## src/rtl/multi_edge_pulse.sv

```systemverilog
// Multi-channel edge-to-pulse one-shot: optional input synchroniser, per-channel
// edge select, programmable pulse width, post-pulse hold-off and optional retrigger.
module multi_edge_pulse #(
    parameter int CHANNELS    = 4,
    parameter int SYNC_STAGES = 2,
    parameter int PULSE_WIDTH = 1,
    parameter int HOLDOFF     = 0,
    parameter int RETRIGGER   = 0
) (
    input  logic                  clk,
    input  logic                  rst,
    input  logic [CHANNELS-1:0]   level,
    input  logic [2*CHANNELS-1:0] mode,
    output logic [CHANNELS-1:0]   pulse,
    output logic [CHANNELS-1:0]   busy,
    output logic                  any_pulse
);
    localparam int MAXCNT = (PULSE_WIDTH > HOLDOFF) ? PULSE_WIDTH : HOLDOFF;
    localparam int CW     = $clog2(MAXCNT + 1);
    localparam logic [CW-1:0] PW_LOAD = CW'(PULSE_WIDTH - 1);
    localparam logic [CW-1:0] HO_LOAD = CW'((HOLDOFF > 0) ? HOLDOFF - 1 : 0);

    typedef enum logic [1:0] {IDLE, PULSE, HOLD} state_t;

    for (genvar i = 0; i < CHANNELS; i++) begin : g_ch
        logic          s;
        logic          p;
        logic          edge_det;
        logic          pulse_r;
        logic          busy_r;
        logic [CW-1:0] cnt;
        state_t        state;

        if (SYNC_STAGES > 0) begin : g_sync
            logic [SYNC_STAGES-1:0] sync;
            always_ff @(posedge clk) begin
                if (rst) begin
                    sync <= '0;
                end else begin
                    sync[0] <= level[i];
                    for (int unsigned k = 1; k < SYNC_STAGES; k++)
                        sync[k] <= sync[k-1];
                end
            end
            assign s = sync[SYNC_STAGES-1];
        end else begin : g_nosync
            assign s = level[i];
        end

        // Mode is read live, so a change only affects the next edge decision.
        always_comb begin
            edge_det = 1'b0;
            case (mode[2*i +: 2])
                2'b00:   edge_det = s & ~p;
                2'b01:   edge_det = ~s & p;
                2'b10:   edge_det = s ^ p;
                default: edge_det = 1'b0;
            endcase
        end

        always_ff @(posedge clk) begin
            if (rst) begin
                p       <= 1'b0;
                state   <= IDLE;
                cnt     <= '0;
                pulse_r <= 1'b0;
                busy_r  <= 1'b0;
            end else begin
                p <= s;
                case (state)
                    IDLE: begin
                        if (edge_det) begin
                            state   <= PULSE;
                            cnt     <= PW_LOAD;
                            pulse_r <= 1'b1;
                            busy_r  <= 1'b1;
                        end
                    end
                    PULSE: begin
                        // A retrigger edge wins over expiry in the same cycle.
                        if (RETRIGGER != 0 && edge_det) begin
                            cnt <= PW_LOAD;
                        end else if (cnt != '0) begin
                            cnt <= cnt - CW'(1);
                        end else if (HOLDOFF == 0) begin
                            state   <= IDLE;
                            pulse_r <= 1'b0;
                            busy_r  <= 1'b0;
                        end else begin
                            state   <= HOLD;
                            pulse_r <= 1'b0;
                            cnt     <= HO_LOAD;
                        end
                    end
                    HOLD: begin
                        if (cnt != '0) begin
                            cnt <= cnt - CW'(1);
                        end else begin
                            state  <= IDLE;
                            busy_r <= 1'b0;
                        end
                    end
                    default: begin
                        state   <= IDLE;
                        cnt     <= '0;
                        pulse_r <= 1'b0;
                        busy_r  <= 1'b0;
                    end
                endcase
            end
        end

        assign pulse[i] = pulse_r;
        assign busy[i]  = busy_r;
    end

    assign any_pulse = |pulse;

endmodule
```

## config.mk

```make
export PLATFORM = sky130hd
export DESIGN_NAME = multi_edge_pulse
export DESIGN_NICKNAME = d
export VERILOG_FILES = /design/src/rtl/multi_edge_pulse.sv
export SDC_FILE = /design/constraint.sdc
export NUM_CORES = 1
export LEC_CHECK = 0
export ABC_AREA = 0
export CAP_MARGIN = 40
export CELL_PAD_IN_SITES_DETAIL_PLACEMENT = 2
export CELL_PAD_IN_SITES_GLOBAL_PLACEMENT = 2
export CORE_ASPECT_RATIO = 0.6
export CORE_MARGIN = 4
export CORE_UTILIZATION = 28
export CTS_CLUSTER_DIAMETER = 40
export CTS_CLUSTER_SIZE = 30
export DETAILED_ROUTE_END_ITERATION = 8
export PLACE_DENSITY = 0.81
export RECOVER_POWER = 100
export SLEW_MARGIN = 20
export SYNTH_ARGS = -nofsm -noshare
export SYNTH_HDL_FRONTEND = slang
export SYNTH_SLANG_ARGS = --single-unit
```

## constraint.sdc

```tcl
create_clock -name clk -period 2.7 [get_ports clk]
set_clock_uncertainty 0.1 [all_clocks]
set_input_delay 0.54 -clock clk [delete_from_list [all_inputs] [get_ports clk]]
set_output_delay 0.54 -clock clk [all_outputs]
set_load 0.03 [all_outputs]
```

==> results of run 1 <==
-- worst max-delay path by stage --
stage / start / to / slack (ns)
3_3_place_gp: g_ch[3].busy_r / any_pulse / 0.63
2_1_floorplan: g_ch[3].busy_r / any_pulse / 1.06
6_report: g_ch[3].busy_r / any_pulse / 0.22
3_5_place_dp: g_ch[3].busy_r / any_pulse / 0.54
5_1_grt: g_ch[3].busy_r / any_pulse / 0.17
4_1_cts: g_ch[3].busy_r / any_pulse / 0.27
-- registers in the layout, indices dropped and copies added (netlist names) --
name	flops
g_ch.g_sync.sync	8
g_ch.p	4
g_ch.busy_r	3
g_ch.pulse_r	1
-- cell type report --
class | instances | area share
Sequential cell | 16 | 0.3303
Multi-Input combinational cell | 40 | 0.3135
Timing Repair Buffer | 22 | 0.2271
Clock buffer | 4 | 0.05677
Tap cell | 32 | 0.04129
Inverter | 8 | 0.03097
-- per-layer routing --
| metal | global-route usage | share of wire | vias to the layer above |
|---|---|---|---|
| met2 | 0.1884 | 0.48 | 21 |
| met3 | 0.05451 | 0.091 | 2 |
| li1 | - | - | 257 |
| met1 | 0.1220 | 0.42 | 239 |
| met4 | 0.02128 | 0.0038 | 0 |
| met5 | 0 | 0 | - |
-- power groups by stage --
stage / Clock [mW] / Sequential, mW / Combinational [mW]
2_1_floorplan: 0 / 0.256 / 0.0468
3_3_place_gp: 0 / 0.257 / 0.0795
3_5_place_dp: 0 / 0.259 / 0.0812
4_1_cts: 0.217 / 0.254 / 0.0819
5_1_grt: 0.232 / 0.254 / 0.0815
6_report: 0.209 / 0.252 / 0.0737
-- per-stage QoR --
stage	hold WS, ns	util	std cells	setup slack (ns)	cell area [µm²]
after floorplan	0.3138	-	73	1.061	738.2
after global routing	0.3689	0.3871	122	0.1694	969.7
after CTS	0.3541	0.3946	122	0.2707	988.4
after global placement	0.3222	0.3726	118	0.6262	933.4
after detailed placement	0.3387	0.3726	118	0.5440	933.4
final	0.3434	0.3871	122	0.2219	969.7
-- cells in the final DEF, fill, tap and decap left out --
master           synthesis  final
dfxtp_1                 16     16
clkdlybuf4s50_1          0     12
nor2b_1                 11     11
dlygate4sd3_1            0     10
inv_1                    8      8
ha_1                     8      8
nor2_1                   5      5
nor3_1                   4      4
clkbuf_8                 0      4
nand2b_1                 3      3
and2b_1                  3      3
a2111oi_0                0      3
or4_1                    1      1
mux2_2                   1      1
mux2i_1                  1      1
-- Yosys cell counts --
cell type	instances	area, µm²
a2111oi_2	3	45.04
inv_1	8	30.03
ha_1	8	100.1
mux2_2	1	11.26
nor2b_1	11	68.82
nor2_1	5	18.77
buf_4	8	60.06
and2b_1	3	22.52
buf_2	1	5.000
mux2i_1	1	10.01
nor3_1	4	20.02
nand2b_1	3	18.77
or4_1	1	7.510
dfxtp_1	16	320.3
-- worst reg2reg max path, stage by stage (launching register included) --
cell,delay [ns]
dfxtp_1,0.33
inv_1,0.05
ha_1,0.27
and2b_1,0.18
nor3_1,0.04
a2111oi_0,0.43
-- cells by family (layout without fill, tap and decap cells) --
| kind of cell | after synthesis | in the layout | share of synthesized area |
|---|---|---|---|
| AND/OR/NAND/NOR | 27 | 27 | 0.2119 |
| buffers and inverters | 17 | 34 | 0.1288 |
| flip-flops | 16 | 16 | 0.4339 |
| adder cells (fa/ha/maj) | 8 | 8 | 0.1356 |
| AO/OA/AOI/OAI | 3 | 3 | 0.06101 |
| multiplexers | 2 | 2 | 0.02881 |
==> reports/qor.csv, run 1 <==
metric,value,unit
Min-Delay Path Class,flop to flop,
hold-critical path depth,1,
crit path kind,flop to output port,
CP Capture Type,output port,
antenna violations before repair,0,
"antenna viol nets, final",0,
Synth Warn #,0,
CTS H-tree depth,1,
"Distinct cells, synth",14,
register area share after synthesis,0.4339,
sequential power share,0.472,
CTS tree,yes,
Crit path max-delay family,buffers and inverters,
pins over their slew limit,0,
Mapped Nets,95,
PortBufs,22,
Vias/cell,4.254,
Worst EP arrival,1.84,ns
1st-iter DRT viols,11,
Post-CTS Resized,0,
CP Cell Sequence,or4_1 > dlygate4sd3_1,
Ports,23,
post-DP HPWL,1283,µm
Max Cap Viol,0,
R2R Path End,g_ch[1].busy_r,
largest net degree at the start of global routing,17,
Setup TNS,0,ns
period utilization,0.9178,
Worst Tran Pin Value,0.5800,ns
relative slew slack,0.6121,
status,"complete, no violations",
Initial Utilization,0.2947,
Total Wirelength,1564,µm
Switching Share,0.2258,
"Min Clock Period, post-route",2.478,ns
GPL Wtd Cong,0.6397,
WL/cell,12.82,µm
DRC Markers,0,
RSZ-0062 raised after global routing,false,
diode count,0,
"Reg clk slew, reported paths",0.06,ns
P_int,414.0,µW
Fmax,403.5,MHz
first-pass GRT wire length,2732,µm
gr ovfl total,0,
Final nets,113,
Power Dens Cells,551.4,nW/µm²
FF+latch area,320.3,µm²
Die X,74.29,µm
drt pass-1 iters,3,
Final setup violation count,0,
vias in the first global route,595,
die area,3549,µm²
DR vias,519,
Max Buffers Root-to-Sink,2,
clk sinks,16,
Fillers,269,
synthesis-to-layout area growth,31.36,%
Hold Buf Count CTS,0,
final hold vios,0,
R2R Path Start,g_ch[1].p,
clock buffer count from CTS,3,
R2R setup slack,1.16,ns
multi-input logic area,304.0,µm²
reg2reg path depth,5,
Static Leakage,0.4094,nW
Design Power,534.7,µW
synthesized cell area,738.2,µm²
WP buf/inv,1,
synthesis-stage register bit count,16,
"Clk Latency, worst-skew pair",0.24,ns
share of cells above drive strength 1,0.05556,
# Post-CTS Setup Buffers,0,
Die Y,47.77,µm
Total GRT Usage,0.1076,
Worst path depth,2,
Startpoint Class,flop,
peak supply drop,0.2279,mV
Worst Path Max Fanout,4,
"slowest stage delay, CP",0.71,ns
Psw,120.7,µW
clock root buffer,clkbuf_8,
Post-Syn Area per Cell,10.11,µm²
critical path's slowest cell,dlygate4sd3_1,
Mapped Cells,73,
CP required,2.06,ns
worst min-delay path endpoint,g_ch[0].g_sync.sync[1],
clock share of power,0.390,
worst hold start,g_ch[0].g_sync.sync[0],
Rows,14,
Core Area,2505,µm²
Combinational Power Share,0.138,
(Power assumes the default switching activity.)
==> run 2: changes to the inputs <==
--- a/config.mk
+++ b/config.mk
@@ -11,13 +11,14 @@
 export CELL_PAD_IN_SITES_GLOBAL_PLACEMENT = 2
 export CORE_ASPECT_RATIO = 0.6
 export CORE_MARGIN = 4
-export CORE_UTILIZATION = 28
+export CORE_UTILIZATION = 24
 export CTS_CLUSTER_DIAMETER = 40
 export CTS_CLUSTER_SIZE = 30
 export DETAILED_ROUTE_END_ITERATION = 8
-export PLACE_DENSITY = 0.81
+export PLACE_DENSITY = 0.74
 export RECOVER_POWER = 100
 export SLEW_MARGIN = 20
 export SYNTH_ARGS = -nofsm -noshare
 export SYNTH_HDL_FRONTEND = slang
 export SYNTH_SLANG_ARGS = --single-unit
+export TNS_END_PERCENT = 20
==> constraint.sdc (replaced) <==
create_clock -name clk -period 2.2 [get_ports clk]
set_clock_uncertainty 0.1 [all_clocks]
set_input_delay 0.44 -clock clk [delete_from_list [all_inputs] [get_ports clk]]
set_output_delay 0.44 -clock clk [all_outputs]
set_load 0.02 [all_outputs]
==> reports/qor.csv, run 2 (same netlist as run 1, synthesis figures left out) <==
metric,value,unit,change
Core Area,2909,µm²,+16%
Final setup violation count,0,,unchanged
Final nets,114,,+0.88%
vias in the first global route,577,,-3.0%
gr ovfl total,0,,unchanged
Vias/cell,3.955,,-7.0%
Ports,23,,unchanged
Startpoint Class,flop,,
clock buffer count from CTS,3,,unchanged
1st-iter DRT viols,9,,-2
Die Y,50.96,µm,+6.7%
DRC Markers,0,,unchanged
Max Buffers Root-to-Sink,2,,unchanged
Worst Path Max Fanout,4,,unchanged
hold-critical path depth,1,,unchanged
Total GRT Usage,0.08824,,-0.01939
CTS H-tree depth,1,,unchanged
post-DP HPWL,1184,µm,-7.8%
antenna violations before repair,0,,unchanged
largest net degree at the start of global routing,17,,unchanged
Worst EP arrival,1.44,ns,-0.40 ns
Min-Delay Path Class,flop to flop,,
GPL Wtd Cong,0.6395,,about the same
Power Dens Cells,662.2,nW/µm²,+20%
clock root buffer,clkbuf_8,,
Worst Tran Pin Value,0.7291,ns,+0.1491 ns
period utilization,0.9004,,
reg2reg path depth,5,,unchanged
peak supply drop,0.2798,mV,+23%
Static Leakage,0.4117,nW,+0.57%
R2R Path Start,g_ch[2].p,,
share of cells above drive strength 1,0.05495,,-0.0006105
Initial Utilization,0.2538,,-0.04094
relative slew slack,0.5140,,-0.09810
Setup TNS,0,ns,unchanged
max FFs per register,8,,unchanged
clk sinks,16,,unchanged
most frequent cells in the layout,"dfxtp_1 (16), clkdlybuf4s50_1 (12), nor2b_1 (11), dlygate4sd3_1 (9)",,
worst hold start,g_ch[0].g_sync.sync[0],,
R2R Path End,g_ch[2].pulse_r,,
"Clk Latency, worst-skew pair",0.25,ns,about the same
CTS tree,yes,,
pins over their slew limit,0,,unchanged
final hold vios,0,,unchanged
"Min Clock Period, post-route",1.981,ns,
RSZ-0062 raised after global routing,false,,
# Post-CTS Setup Buffers,0,,unchanged
die area,4056,µm²,+14%
"antenna viol nets, final",0,,unchanged
R2R setup slack,0.70,ns,-0.46 ns
DR vias,526,,+1.3%
final core utilization,0.3385,,-0.04862
worst min-delay path endpoint,g_ch[0].g_sync.sync[1],,
WL/cell,11.23,µm,-12%
crit path kind,flop to output port,,
synthesis-to-layout area growth,33.39,%,
PortBufs,22,,unchanged
Die X,79.60,µm,+7.2%
largest reg by FF count,g_ch.g_sync.sync,,
Fmax,504.9,MHz,
status,"complete, no violations",,
"most common cell after layout, fill and taps aside",dfxtp_1,,
drt pass-1 iters,2,,-1
"Reg clk slew, reported paths",0.06,ns,about the same
first-pass GRT wire length,2615,µm,-4.3%
Total Wirelength,1494,µm,-4.5%
diode count,0,,unchanged
Hold Buf Count CTS,0,,unchanged
Rows,15,,+1
Max Cap Viol,0,,unchanged
CP Capture Type,output port,,
Regs by FF count,"g_ch.g_sync.sync (8), g_ch.p (4), g_ch.busy_r (3)",,
CP required,1.66,ns,-0.40 ns
[run 2: cell count changes in the layout (fill, tap and decap cells not counted)]
cell / delta
clkbuf_1: +1
dlygate4sd3_1: -1
dlygate4sd2_1: +1
[run 2: report_power, final]
part | leakage, nW | switching (mW) | internal (mW)
Sequential | 0.132 | 0.00678 | 0.302
Combinational | 0.251 | 0.0354 | 0.0468
Clock | 0.0288 | 0.102 | 0.159
[run 2: timing repair]
item	4_1_cts	5_1_grt
endpoints found under the hold margin	0	0
setup endpoints to repair	1	0
resized for setup	1	0
[run 2: per-stage QoR]
stage / cell area (µm²) / setup WS, ns / total power, mW / std cells / hold slack, ns
2_1_floorplan: 738.2 / 0.7130 / 0.3641 / 73 / 0.3138
6_report: 984.7 / 0.2192 / 0.6521 / 133 / 0.3443
3_5_place_dp: 953.4 / 0.2321 / 0.4105 / 129 / 0.3319
4_1_cts: 1007 / 0.1648 / 0.6808 / 133 / 0.3513
3_3_place_gp: 953.4 / 0.2797 / 0.4073 / 129 / 0.3235
5_1_grt: 984.7 / 0.1287 / 0.6928 / 133 / 0.3634
[run 2: per-layer routing]
metal	wire length, µm	share of wire	up-vias	GRT usage
met5	0	0	-	0
met4	32	0.021	0	0.06000
met3	152	0.10	3	0.04754
met2	608	0.41	21	0.1357
met1	700	0.47	244	0.09342
li1	-	-	258	-
[run 2: cell type report]
cell class                 count  area (µm²)
tap                           42       52.55
sequential                    16       320.3
inverter                       8       30.03
multi-input combinational     40       304.0
timing repair buffer          23       222.7
fill                         337        1924
clock buffer                   4       55.05
[run 2: worst max path at each step]
stage              startpoint  slack (ns)   endpoint  depth (start not counted)
2_1_floorplan  g_ch[3].busy_r        0.71  any_pulse                          1
3_3_place_gp   g_ch[3].busy_r        0.28  any_pulse                          2
3_5_place_dp   g_ch[1].busy_r        0.23  any_pulse                          2
4_1_cts        g_ch[1].busy_r        0.16  any_pulse                          2
5_1_grt        g_ch[3].busy_r        0.13  any_pulse                          2
6_report       g_ch[3].busy_r        0.22  any_pulse                          2
[run 2: critical path, stage by stage (launching register included)]
cell and delay [ns]:
dfxtp_1 0.33, or4_1 0.52, dlygate4sd2_1 0.34
